### src/rtl/branch_sequencer.sv
// PC owner and control-flow redirect sequencer: EX branch resolution, ID jumps,
// multi-cycle wrong-path flush and wrap-around branch statistics.
module branch_sequencer #(
    parameter int unsigned      WIDTH       = 32,
    parameter logic [WIDTH-1:0] RESET_PC    = '0,
    parameter int unsigned      FLUSH_DEPTH = 2,
    parameter int unsigned      CNT_W       = 16
) (
    input  logic             clk,
    input  logic             reset,
    input  logic             Stall,
    input  logic             Branche,
    input  logic             Branchn,
    input  logic             Zero,
    input  logic [WIDTH-1:0] BranchTarget,
    input  logic             Jump,
    input  logic [WIDTH-1:0] JumpTarget,
    output logic [WIDTH-1:0] PC,
    output logic             PCSrc,
    output logic             Flush,
    output logic [CNT_W-1:0] BranchCnt,
    output logic [CNT_W-1:0] TakenCnt
);
    localparam int unsigned      FC_W  = (FLUSH_DEPTH > 1) ? $clog2(FLUSH_DEPTH) : 1;
    localparam logic [WIDTH-1:0] ALIGN = ~WIDTH'(3);

    typedef enum logic {RUN = 1'b0, FLUSH = 1'b1} state_t;

    state_t            state, state_nxt;
    logic [FC_W-1:0]   fcnt, fcnt_nxt;
    logic [WIDTH-1:0]  pc_nxt;
    logic [CNT_W-1:0]  bcnt_nxt, tcnt_nxt;
    logic              taken, is_branch, accept;

    // beq+bne together collapses to an unconditional taken branch
    assign taken     = (Branche & Zero) | (Branchn & ~Zero);
    assign is_branch = Branche | Branchn;
    assign accept    = (state == RUN) & ~Stall;

    // State register
    always_ff @(posedge clk or posedge reset) begin
        if (reset) begin
            state <= RUN;
            fcnt  <= '0;
        end else begin
            state <= state_nxt;
            fcnt  <= fcnt_nxt;
        end
    end

    // Next-state logic: a taken branch flushes FLUSH_DEPTH cycles, a jump one cycle
    always_comb begin
        state_nxt = state;
        fcnt_nxt  = fcnt;
        case (state)
            RUN: begin
                if (accept) begin
                    if (taken) begin
                        state_nxt = FLUSH;
                        fcnt_nxt  = FC_W'(FLUSH_DEPTH - 1);
                    end else if (Jump) begin
                        state_nxt = FLUSH;
                        fcnt_nxt  = '0;
                    end
                end
            end
            FLUSH: begin
                if (!Stall) begin
                    if (fcnt == '0) state_nxt = RUN;
                    else            fcnt_nxt  = fcnt - FC_W'(1);
                end
            end
            default: state_nxt = RUN;
        endcase
    end

    // Output logic: redirect select, next PC and statistics
    always_comb begin
        pc_nxt   = PC;
        bcnt_nxt = BranchCnt;
        tcnt_nxt = TakenCnt;
        PCSrc    = accept & taken & ~reset;
        if (accept) begin
            if (is_branch) bcnt_nxt = BranchCnt + CNT_W'(1);
            if (taken) begin
                pc_nxt   = BranchTarget & ALIGN;
                tcnt_nxt = TakenCnt + CNT_W'(1);
            end else if (Jump) begin
                pc_nxt = JumpTarget & ALIGN;
            end else begin
                pc_nxt = PC + WIDTH'(4);
            end
        end else if ((state == FLUSH) && !Stall) begin
            pc_nxt = PC + WIDTH'(4);
        end
    end

    // Registered outputs; Flush mirrors the state being entered
    always_ff @(posedge clk or posedge reset) begin
        if (reset) begin
            PC        <= RESET_PC & ALIGN;
            Flush     <= 1'b0;
            BranchCnt <= '0;
            TakenCnt  <= '0;
        end else begin
            PC        <= pc_nxt;
            Flush     <= (state_nxt == FLUSH);
            BranchCnt <= bcnt_nxt;
            TakenCnt  <= tcnt_nxt;
        end
    end
endmodule
### config.mk
export PLATFORM = sky130hd
export DESIGN_NAME = branch_sequencer
export DESIGN_NICKNAME = d
export VERILOG_FILES = /design/src/rtl/branch_sequencer.sv
export SDC_FILE = /design/constraint.sdc
export NUM_CORES = 1
export LEC_CHECK = 0
export CORE_MARGIN = 1
export CORE_UTILIZATION = 39
export CTS_BUF_LIST = sky130_fd_sc_hd__clkbuf_2
export DETAILED_ROUTE_END_ITERATION = 10
export PLACE_DENSITY = 0.71
export RECOVER_POWER = 100
export SLEW_MARGIN = 20
export SYNTH_ARGS = -nofsm -noshare
export SYNTH_HDL_FRONTEND = slang
export SYNTH_SLANG_ARGS = --single-unit
### constraint.sdc
create_clock -name clk -period 3.39 [get_ports clk]
set_input_delay 0.678 -clock clk [delete_from_list [all_inputs] [get_ports clk]]
set_output_delay 0.678 -clock clk [all_outputs]
set_load 0.05 [all_outputs]
==> flow_summary.json <==
{
  "ios": 137,
  "synthTopCellsByArea": "dfrtp_1, xnor2_1, nand3_1, nand2_1, and3_1",
  "syn_avg_cell_area_um2": 9.07,
  "r2r_end": "PC[18]",
  "wirelength_um": 11500,
  "cts_max_path_buffers": 2,
  "rows": 35,
  "fin_crit_ns": 2.98,
  "hp-class": "flop to flop",
  "synth_cells": 423,
  "relSlewSlack": -0.0805,
  "yosys_most_used_dff": "dfrtp_1",
  "slew_viol_final": 65,
  "place_congestion": 0.882,
  "htree_levels": 3,
  "hold_ws_ns": 0.476,
  "synth_common_cells": "dfrtp_1, nand2_1, nand3_1",
  "powerDensity_mw_per_mm2": 731,
  "root_buffer": "clkbuf_2",
  "clkSinkCount": 64,
  "ys_seq_area_frac": 0.417,
  "violations": "capacitance limit, slew limit",
  "hold_start": "BranchCnt[15]",
  "finalSetupViolations": 0,
  "ys_ff_latch": 64,
  "synth_cell_types": 66,
  "end_kind": "primary output",
  "synth-edff-count": 0,
  "netSwitchingPower_mw": 2.01,
  "netlist_area_mm2": 0.00384,
  "nFillCells": 857,
  "synthToLayoutAreaGrowth_pct": 39.9,
  "reg2reg_from": "Flush",
  "yosysMostFrequentCell": "dfrtp_1",
  "drive_gt1_frac": 0.0661,
  "status": "complete, but fails checks",
  "grt_pass1_vias": 3669,
  "dr.pass1.iters": 5,
  "critical_path.max_fanout": 14,
  "die_w_um": 101,
  "whs_endpoint": "BranchCnt[15]",
  "reg2regPathDepth": 8,
  "cts_tree": "yes",
  "die_area_mm2": 0.0102,
  "multiInputGateArea_mm2": 0.00206,
  "track_usage": 0.232,
  "pre_cts_slack_ns": 0.494,
  "grt_pass1_wl_um": 18400,
  "post_cts_resized": 0,
  "avgRoutedWirePerCell_um": 16.7,
  "ir_drop_v": 0.000366,
  "clock_latency_ns": 0.52,
  "max_cap_viol_count": 1,
  "critPathLaunchType": "primary input",
  "rsz0062_at_grt": "no",
  "drt_iter0_markers": 230,
  "timing.hold.worst_path_depth": 1,
  "regArea_mm2": 0.00160,
  "finalInstanceArea_mm2": 0.00537,
  "synth.largest_area_cell": "dfrtp_1",
  "yosysTopAreaCellShare": 0.417,
  "finClkSkew_ns": 0.0210,
  "max_freq_mhz": 335,
  "required_ns": 2.71,
  "p_int_mw": 1.91,
  "cp_data_arrival_time_ns": 2.31,
  "reg2reg_slack_ns": 0.73,
  "path_clk_slew_ns": 0.18,
  "via_per_inst": 5.53,
  "overflow": 0,
  "io_buffers": 130,
  "vias": 3808,
  "max_slew.worst_pin.slew_ns": 1.62,
  "placed_area_mm2": 0.00530,
  "cts-buffers-inserted": 9,
  "grt_antenna_before_repair": 0,
  "switching_share": 0.513,
  "setup_ws_ns": 0.406,
  "coreArea_mm2": 0.00937,
  "hold_viol_final": 0,
  "tns_ns": 0,
  "grt_max_degree": 65,
  "period_share": 0.880,
  "path_class": "primary input to primary output",
  "p_comb_frac": 0.518,
  "n_antenna_cell": 0,
  "power.share.clock": 0.138,
  "ant_nets": 0,
  "leakage_nw": 2.27,
  "fp.dieH_um": 101,
  "async_flop_share": 1.00,
  "drc": 0,
  "nets": 629,
  "pwr-share-seq": 0.344,
  "start_util": 0.410,
  "ys_warn_count": 0,
  "hold_buffers": 0,
  "cts_post_setup_buffers_inserted": 0,
  "dp_hpwl_um": 8540
}
[how the worst max path moves through the flow]
stage | start | end | cells past startpoint
after CTS | Zero | PCSrc | 5
after detailed placement | Zero | PCSrc | 5
after global routing | Zero | PC[16] | 8
final | Zero | PCSrc | 5
after floorplan | Flush | PCSrc | 5
after global placement | Zero | PCSrc | 5
[stage by stage]
step,util,total power [mW],cells
after floorplan,-,2.70,424
after global placement,0.566,3.47,673
after CTS,0.580,4.04,689
final,0.573,3.93,689
after global routing,0.573,4.14,689
after detailed placement,0.566,3.51,673
[cell usage in the layout, fill, tap and decap left out, drive strengths merged, types with 3 or more instances in the layout]
cell type,instances
clkdlybuf4s50,63
xnor2,29
a311oi,3
buf,6
xor2,10
clkbuf,18
a21o,3
a21oi,25
nand3,41
a22oi,8
a31oi,8
o21ai,18
inv,6
clkinv,5
nand4,18
and3,21
dlygate4sd3,66
nand2,53
nor4,4
nor3,10
o22ai,11
dfrtp,64
ha,3
and4,6
nor2,18
[layout make-up]
cell class / count / share of cell area
Clock buffer: 10 / 0.00932
Inverter: 7 / 0.00489
Multi-Input combinational cell: 330 / 0.385
Sequential cell: 64 / 0.298
Tap cell: 129 / 0.0301
Timing Repair Buffer: 143 / 0.257
Clock inverter: 6 / 0.0156
[sequential cells by signal, summed over array words and instances, names as in the netlist]
signal and cells:
PC 30, BranchCnt 16, TakenCnt 16, Flush 1, fcnt 1
[worst max-delay path: stages]
cell and delay, ns:
dlygate4sd3_1 0.57, mux2_2 0.43, nand2_1 0.23, nor2_1 0.22, buf_12 0.17
[logic make-up after synthesis]
group	count (synthesis)	share of synthesized area
buffers and inverters	30	0.0362
AOI/OAI and AO/OA	99	0.170
xor gates and xnor gates	39	0.0890
adders and majority gates	3	0.00978
muxes	4	0.0121
other	1	0.000977
and+or+nand+nor	183	0.265
DFF	64	0.417
[power groups by stage]
| stage | Clock (mW) | Sequential (mW) | Combinational (mW) |
|---|---|---|---|
| 4_1_cts | 0.540 | 1.35 | 2.15 |
| 3_3_place_gp | 0 | 1.35 | 2.12 |
| 5_1_grt | 0.572 | 1.40 | 2.17 |
| 3_5_place_dp | 0 | 1.37 | 2.14 |
| 6_report | 0.542 | 1.35 | 2.03 |
| 2_1_floorplan | 0 | 2.06 | 0.642 |
[metal layers]
metal,GRT usage,wire [um],vias to the layer above
met4,0.0758,124,0
met3,0.0518,864,17
met5,0,0,-
met2,0.385,5420,157
met1,0.300,5090,1800
li1,-,-,1834
Power figures use the tool's default switching activity.
